==> src/rtl/mod_swapchain_pkg.sv <==
// Shared types for the modulation segment swap controller.
package mod_swapchain_pkg;

    // Controller FSM states.
    typedef enum logic [1:0] {
        INFINITE   = 2'd0,
        WAIT_START = 2'd1,
        LOOPING    = 2'd2,
        STOPPED    = 2'd3
    } swapchain_state_t;

    // Transition trigger codes as written by the register file.
    typedef enum logic [7:0] {
        TRANSITION_MODE_SYNC_IDX = 8'h00,
        TRANSITION_MODE_SYS_TIME = 8'h01,
        TRANSITION_MODE_GPIO     = 8'h02,
        TRANSITION_MODE_EXT      = 8'hF0
    } transition_mode_t;

    // Repeat value meaning "play forever".
    localparam logic [15:0] RepInfinite = 16'hFFFF;

endpackage

==> src/rtl/swapchain_wrap_detect.sv <==
// Per-segment wrap detector: flags the cycle where the index returns from
// its last value to zero.
module swapchain_wrap_detect #(
    parameter int IdxWidth = 15
) (
    input  logic                clk,
    input  logic                rst,
    input  logic [IdxWidth-1:0] idx,
    input  logic [IdxWidth-1:0] cycle,
    output logic                wrap
);

    logic [IdxWidth-1:0] idx_prev;

    // Remember last cycle's index so the CYCLE->0 step can be seen.
    always_ff @(posedge clk or posedge rst) begin
        if (rst) idx_prev <= '0;
        else     idx_prev <= idx;
    end

    // A cycle of 0 makes every cycle a wrap, which falls out naturally here.
    assign wrap = (idx == '0) && (idx_prev == cycle);

endmodule

==> src/rtl/mod_swapchain.sv <==
// Modulation segment swap controller: decides when the sampler switches
// segment and when a finite-repeat segment stops.
module mod_swapchain
    import mod_swapchain_pkg::*;
#(
    parameter int NumSegment = 2,
    parameter int IdxWidth   = 15
) (
    input  logic                                CLK,
    input  logic                                RST,
    input  logic                                UPDATE_SETTINGS,
    input  logic                                REQ_RD_SEGMENT,
    input  logic [15:0]                         REP,
    input  logic [7:0]                          TRANSITION_MODE,
    input  logic [63:0]                         TRANSITION_VALUE,
    input  logic [55:0]                         SYS_TIME,
    input  logic [3:0]                          GPIO_IN,
    input  logic [NumSegment-1:0][IdxWidth-1:0] CYCLE,
    input  logic [NumSegment-1:0][IdxWidth-1:0] IDX,
    output logic                                SEGMENT,
    output logic                                STOP,
    output logic                                BUSY
);

    swapchain_state_t state_q, state_d;
    logic             seg_q, seg_d;
    logic             stop_q, stop_d;
    logic             req_seg_q, req_seg_d;
    logic [15:0]      rep_q, rep_d;
    logic [7:0]       mode_q, mode_d;
    logic [55:0]      tval_q, tval_d;
    logic [15:0]      loop_cnt_q, loop_cnt_d;
    logic [3:0]       gpio_prev_q;
    logic [NumSegment-1:0] wrap;
    logic             start_hit;

    // Only the time/pin field of the transition value is meaningful.
    logic unused_tval;
    assign unused_tval = ^TRANSITION_VALUE[63:56];

    genvar s;
    generate
        for (s = 0; s < NumSegment; s++) begin : g_wrap
            swapchain_wrap_detect #(
                .IdxWidth(IdxWidth)
            ) u_wrap (
                .clk  (CLK),
                .rst  (RST),
                .idx  (IDX[s]),
                .cycle(CYCLE[s]),
                .wrap (wrap[s])
            );
        end
    endgenerate

    // Previous GPIO sample for rising-edge triggers.
    always_ff @(posedge CLK or posedge RST) begin
        if (RST) gpio_prev_q <= '0;
        else     gpio_prev_q <= GPIO_IN;
    end

    // Start condition for a pending request, chosen by the latched mode.
    always_comb begin
        start_hit = 1'b0;
        case (mode_q)
            TRANSITION_MODE_SYS_TIME: start_hit = (SYS_TIME >= tval_q);
            TRANSITION_MODE_GPIO:     start_hit = GPIO_IN[tval_q[1:0]] & ~gpio_prev_q[tval_q[1:0]];
            TRANSITION_MODE_EXT:      start_hit = wrap[seg_q];
            default:                  start_hit = wrap[req_seg_q];
        endcase
    end

    // Next-state logic; a settings update overrides anything in flight.
    always_comb begin
        state_d    = state_q;
        seg_d      = seg_q;
        stop_d     = stop_q;
        req_seg_d  = req_seg_q;
        rep_d      = rep_q;
        mode_d     = mode_q;
        tval_d     = tval_q;
        loop_cnt_d = loop_cnt_q;
        if (UPDATE_SETTINGS) begin
            req_seg_d = REQ_RD_SEGMENT;
            rep_d     = REP;
            mode_d    = TRANSITION_MODE;
            tval_d    = TRANSITION_VALUE[55:0];
            if (REP == RepInfinite) begin
                seg_d   = REQ_RD_SEGMENT;
                stop_d  = 1'b0;
                state_d = INFINITE;
            end else begin
                state_d = WAIT_START;
            end
        end else begin
            case (state_q)
                WAIT_START: begin
                    if (start_hit) begin
                        seg_d      = req_seg_q;
                        stop_d     = 1'b0;
                        loop_cnt_d = '0;
                        state_d    = LOOPING;
                    end
                end
                LOOPING: begin
                    if (wrap[seg_q]) begin
                        if (loop_cnt_q == rep_q) begin
                            stop_d  = 1'b1;
                            state_d = STOPPED;
                        end else begin
                            loop_cnt_d = loop_cnt_q + 16'd1;
                        end
                    end
                end
                default: ;
            endcase
        end
    end

    // State and latched-settings registers.
    always_ff @(posedge CLK or posedge RST) begin
        if (RST) begin
            state_q    <= INFINITE;
            seg_q      <= 1'b0;
            stop_q     <= 1'b0;
            req_seg_q  <= 1'b0;
            rep_q      <= '0;
            mode_q     <= '0;
            tval_q     <= '0;
            loop_cnt_q <= '0;
        end else begin
            state_q    <= state_d;
            seg_q      <= seg_d;
            stop_q     <= stop_d;
            req_seg_q  <= req_seg_d;
            rep_q      <= rep_d;
            mode_q     <= mode_d;
            tval_q     <= tval_d;
            loop_cnt_q <= loop_cnt_d;
        end
    end

    assign SEGMENT = seg_q;
    assign STOP    = stop_q;
    assign BUSY    = (state_q == WAIT_START);

endmodule

==> config.mk <==
export PLATFORM = sky130hd
export DESIGN_NAME = mod_swapchain
export DESIGN_NICKNAME = d
export VERILOG_FILES = /design/src/rtl/mod_swapchain_pkg.sv /design/src/rtl/swapchain_wrap_detect.sv /design/src/rtl/mod_swapchain.sv
export SDC_FILE = /design/constraint.sdc
export NUM_CORES = 1
export LEC_CHECK = 0
export ABC_AREA = 0
export BUFFER_PORTS_ARGS = -buffer_cell sky130_fd_sc_hd__buf_4
export CAP_MARGIN = 25
export CORE_MARGIN = 4
export CORE_UTILIZATION = 47
export CTS_CLUSTER_DIAMETER = 200
export CTS_CLUSTER_SIZE = 14
export DETAILED_ROUTE_END_ITERATION = 8
export PLACE_DENSITY = 0.77
export SLEW_MARGIN = 25
export SYNTH_ARGS = -nofsm -noshare
export SYNTH_HDL_FRONTEND = slang
export SYNTH_HIERARCHICAL = 1
export SYNTH_SLANG_ARGS = --single-unit
==> constraint.sdc <==
create_clock -name CLK -period 3.05 [get_ports CLK]
set_input_delay 0.1525 -clock CLK [delete_from_list [all_inputs] [get_ports CLK]]
set_output_delay 0.1525 -clock CLK [all_outputs]
set_load 0.02 [all_outputs]
# Word level (Yosys, flattened, before mapping)

Cells that the tools add are included.

Eq/ne operators: 16
$mul: 0
Bitwise operators: 3
Shift-type cells: 0
Add/sub/neg operators: 1
Mux-type cells: 29
Div/mod/pow operators: 0
Order comparisons: 4
Reductions and logical operators: 12

Operators by type and width:

| operator                | count |
|---|---|
| $ge A56 B56 Y1          | 1 |
| $mux W16                | 3 |
| $pmux W16 S2            | 1 |
| $eq A15 B15 Y1          | 2 |
| $logic_not A15 Y1       | 2 |
| $add A16 B1 Y16 const B | 1 |
| $eq A16 B16 Y1          | 1 |
| $eq A16 B16 Y1 const B  | 1 |
| $mux W1                 | 16 |
| $reduce_and A5 Y1       | 2 |
| $eq A8 B1 Y1 const B    | 1 |
| $eq A8 B2 Y1 const B    | 1 |
| $eq A8 B8 Y1 const B    | 1 |
| $mux W2                 | 4 |
| $ne A3 B3 Y1 const B    | 2 |
| $reduce_bool A2 Y1      | 3 |
| $bmux W1 S2             | 2 |
| $lt A1 B2 Y1 const B    | 2 |
| $ne A2 B1 Y1 const B    | 2 |
| $ne A2 B2 Y1 const B    | 2 |
| $pmux W2 S2             | 1 |
| $reduce_and A4 Y1       | 1 |
| $lt A2 B3 Y1 const B    | 1 |
| $ne A3 B2 Y1 const B    | 1 |
| other kinds (9)         | 11 |

Bits in writable memories: 0
Latch bits: 0
Flip-flop bits (word level): 135
Memories: 0
Word-level logic and storage cells: 76
Memory bits (read-only): 0
Output and inout bits: 3
Input port bits: 212

# Logic depth before layout (Yosys ltp)

Depth after elaboration: 8
Depth in mapped cells: 12
Mapped depth without buffers: 11

# Hierarchy

Netlist, hierarchy kept.

By module, submodules not included:

| module                | cells each | sequential area each (µm²) | instances | area an instance (µm²) |
|---|---|---|---|---|
| mod_swapchain         | 625        | 2627.5                     | 1         | 5936.9 |
| swapchain_wrap_detect | 41         | 375.4                      | 2         | 601.8 |

# Worst setup path before layout

OpenSTA, ideal clock, no wires.

Path kind: input to register
From: input port IDX[4] (netlist bit)
To: register loop_cnt_q[0]
Required time: 2923 ps
Arrival time: 2662 ps
Stages: 11
Path slack: 260 ps
Path buffers: 1
Library setup time: 127 ps
Cells stage by stage: or4_4 nor4_2 nand4_1 nor4_2 mux2_2 a21oi_1 o41ai_1 a211oi_2 a21oi_4 buf_6 mux2_1

Longest elaborated chain between the ends: 7
Elaborated cells between the ends (all ways): 10
Classes of those cells: eq/ne (2); mux (5); reduce/logical (3)

Ends and longest elaborated chain:

| what                                    | line                                                           | text |
|---|---|---|
| from (decl)                             | mod_swapchain.sv:19                                            | `input logic [NumSegment-1:0][IdxWidth-1:0] IDX,` |
| $logic_not A15 Y1 (*)                   | swapchain_wrap_detect.sv:22                                    | `assign wrap = (idx == '0) && (idx_prev == cycle);` |
| $logic_and A1 B1 Y1 (*)                 | swapchain_wrap_detect.sv:22                                    |  |
| named net wrap[0]                       | mod_swapchain.sv:34                                            | `logic [NumSegment-1:0] wrap;` |
| $mux W1 (on tied branches) (2 in a row) | mod_swapchain.sv:69, mod_swapchain.sv:68, mod_swapchain.sv:106 |  |
| $pmux W1 S3                             | mod_swapchain.sv:65                                            | `case (mode_q)` |
| $ne A2 B1 Y1 (no line)                  | n/a                                                            |  |
| $reduce_and A5 Y1 (no line) (*)         | n/a                                                            |  |
| to (signal assigned)                    | mod_swapchain.sv:139                                           | `loop_cnt_q <= loop_cnt_d;` |
| to (decl)                               | mod_swapchain.sv:32                                            | `logic [15:0] loop_cnt_q, loop_cnt_d;` |

Mark *: on every way through the listed nets, which the timed path passes. The rest lies on a longest branch. The select of a mux whose other input is x is not followed.
A chain may end at the register's enable or synchronous reset.

# Worst setup path in the final report

From: input port IDX[11] (netlist bit)
To: register loop_cnt_q[15]

The elaborated chain is that of the path after synthesis.

==> results.json <==
{
  "period_share_pct": 95.8,
  "grt_usage_pct": 24.2,
  "syn_area_sq_um": 7140,
  "post-route-drc-count": 0,
  "start_util_pct": 48.6,
  "drv_slew": 0,
  "place_area_sq_um": 8920,
  "clkSinkCount": 135,
  "synth_top_cell_area_share_pct": 47.3,
  "synth_top_family_by_area": "simple AND/OR/NAND/NOR gates",
  "synth_common_cells": "dfrtp_1 (135), nand2_1 (90), inv_1 (71), o21ai_0 (69), ha_1 (59)",
  "portBuffers": 206,
  "max-cap-violations": 0,
  "async_flop_share_pct": 100,
  "ys.flop_type": "dfrtp_1",
  "met3_length_microns": 1340,
  "ir_worst_vdd_mv": 0.460,
  "hold_viol_final": 0,
  "powerDensity_nw_per_um2": 525,
  "synth_most_common_cell": "dfrtp_1",
  "clockBufferDepth": 2,
  "syn-num-nets": 978,
  "arrival_ps": 3220,
  "cts-root-buf": "clkbuf_16",
  "worstMarginPinSlew_ps": 877,
  "die_area_sq_um": 17200,
  "via_count": 6416,
  "fillerInstances": 961,
  "finish.utilization_pct": 73.4,
  "synth-compound-area-share_pct": 11.3,
  "grt_pass1_wl_microns": 33800,
  "finalSetupViolations": 0,
  "synthMuxAreaShare_pct": 5.27,
  "fmax_ghz": 0.342,
  "syn_to_final_growth_pct": 51.1,
  "p_comb_share_pct": 23.7,
  "worstSkewPairLatency_ps": 420,
  "internal_power_mw": 4.08,
  "fin_ws_ps": 127,
  "ys_top_cells_by_area": "dfrtp_1 (47%), ha_1 (10%), o21ai_0 (4.8%), nand2_1 (4.7%), xnor2_1 (4.7%)",
  "num_rows": 44,
  "synth_edf_count": 0,
  "min_path_type": "input port to flop",
  "synth_top_area_cell": "dfrtp_1",
  "power.switching_mw": 1.58,
  "core_sq_um": 14700,
  "ant_nets": 0,
  "regArea_sq_um": 3380,
  "cp-start-kind": "input port",
  "clock_skew_ps": 9.76,
  "nets": 1311,
  "fin_tns_setup_ps": 0,
  "synth-xor-area-share_pct": 5.64,
  "leakagePower_nw": 5.06,
  "fp.dieW_microns": 131,
  "grt_max_degree": 100,
  "rsz0062_at_grt": "no",
  "first_pass_iters": 5,
  "yosys.area_share.adder_pct": 10.3,
  "drt-total-wl_microns": 21100,
  "sw_frac_of_total_pct": 28.0,
  "num_io_pins": 215,
  "multi_input_area_sq_um": 3430,
  "grt_overflow": 0,
  "worst_r2r_path_depth": 9,
  "antenna_found_initial": 2,
  "ys_ff_latch": 135,
  "grt_pass1_vias": 6836,
  "endpoint_kind": "flop",
  "hold_depth": 2,
  "finalCriticalPeriod_ps": 2920,
  "drt-met1-wl_microns": 8550,
  "critPathRequiredTime_ps": 3350,
  "post_drt_wl_per_cell_microns": 17.0,
  "netlist_instances": 707,
  "dp_slack_ps": -178,
  "drt_iter0_markers": 326,
  "met2WireLength_microns": 10500,
  "power.clock.fraction_pct": 38.4,
  "gp_congestion": 0.826,
  "design_area_sq_um": 10800,
  "p_seq_share_pct": 37.9,
  "via_per_inst": 5.18,
  "slew-limit-headroom_pct": 41.5,
  "synth.avg_cell_area_sq_um": 10.1,
  "cts_tree": "built",
  "dp_hpwl_microns": 13400,
  "critical_path_class": "input port to flop",
  "top_layer_used": "met4",
  "yosys.cell_types.count": 56,
  "synth-seq-area-share_pct": 47.3,
  "h-tree-depth": 4,
  "yosys_warnings": 6,
  "yosys.area_share.simple_pct": 15.1,
  "clk_pin_slew_ps": 60,
  "outcome": "complete, no violations",
  "fp.dieH_microns": 131,
  "layout-drive-gt1-share_pct": 28.6,
  "worstPathMaxFanout": 4,
  "cts_buffers": 17
}
## state kept, by name (all words and copies together) (netlist names)
register                count
SEGMENT                     1
STOP                        1
g_wrap.u_wrap/idx_prev     30
gpio_prev_q                 4
loop_cnt_q                 16
mode_q                      8
rep_q                      16
req_seg_q                   1
state_q                     2
tval_q                     56
## worst paths after layout
path,startpoint,endpoint,slack [ps]
min in group asynchronous,RST,g_wrap[1].u_wrap/idx_prev[11],360
hold reg to reg,tval_q[16],tval_q[16],530
setup / recovery,IDX[11],loop_cnt_q[15],130
setup reg to reg,mode_q[4],loop_cnt_q[14],130
hold / removal,UPDATE_SETTINGS,state_q[1],220
max in group asynchronous,RST,tval_q[45],1930
## routing by layer
metal / up-vias / track usage, %
li1: 3129 / -
met1: 2990 / 28.8
met2: 250 / 40.9
met3: 47 / 6.42
met4: 0 / 11.6
met5: - / 0
## cells in the final DEF, fill, tap and decap left out, drive strengths merged, types with 4 or more instances in the layout
master | netlist | final
buf | 3 | 218
dlygate4sd3 | 0 | 116
a211oi | 4 | 4
clkinv | 1 | 6
ha | 59 | 59
xnor2 | 38 | 38
mux2i | 5 | 5
nand2 | 91 | 91
clkbuf | 18 | 18
and3 | 5 | 5
nor3 | 5 | 5
bufinv | 0 | 4
xor2 | 8 | 8
o211ai | 5 | 5
nand2b | 7 | 7
o21ai | 73 | 73
nor2 | 22 | 22
nor4 | 16 | 16
a21oi | 31 | 31
and4 | 4 | 4
inv | 71 | 74
dfrtp | 135 | 135
nand3 | 15 | 15
nand4 | 21 | 21
o22ai | 5 | 5
mux2 | 29 | 29
## power groups by stage
stage	sequential, mW	combinational [mW]	clock, mW
final	2.15	1.34	2.17
after global routing	2.17	1.48	2.30
after CTS	2.14	1.27	2.21
after detailed placement	2.17	1.13	0
after global placement	2.17	1.10	0
after floorplan	2.13	0.702	0
## worst max-delay path, stage by stage
cell	delay, ps
dlygate4sd3_1	530
buf_4	140
nor4_2	430
nand4_1	220
nor4_4	230
mux2_2	230
nor3_1	60
o41ai_2	280
buf_4	160
a211oi_2	60
a21oi_4	250
buf_6	130
nor2b_1	40
a311o_1	310
## kinds of logic after synthesis
logic type / count (synthesis)
AO/OA/AOI/OAI: 138
adder cells (fa/ha/maj): 59
multiplexers: 34
XOR/XNOR: 46
AND/OR/NAND/NOR: 202
flip-flops: 135
buffers and inverters: 93
## repair_timing
action | in CTS | in global routing
setup buffers | 1 | 2
pin swaps | 1 | 8
cloned | 0 | 1
resized for setup | 2 | 3
hold buffers | 116 | 0
hold endpoints to repair | 191 | 0
endpoints found under the setup margin | 2 | 16
## layout make-up
class / count / share of cell area [%]
clock inverters: 15 / 1.87
diodes: 2 / 0.0464
flip-flops and latches: 135 / 31.3
inverters: 72 / 2.53
well taps: 184 / 2.13
multi-input cells: 479 / 31.8
clock buffers: 17 / 3.94
repair buffers: 335 / 26.4
## per-stage QoR
step | hold slack, ps | std cells | power (mW)
after floorplan | 54.0 | 707 | 2.83
after global placement | 254 | 1085 | 3.27
after detailed placement | 258 | 1085 | 3.30
after CTS | 200 | 1234 | 5.62
after global routing | 267 | 1239 | 5.95
final | 222 | 1239 | 5.67
(Power assumes the default switching activity.)
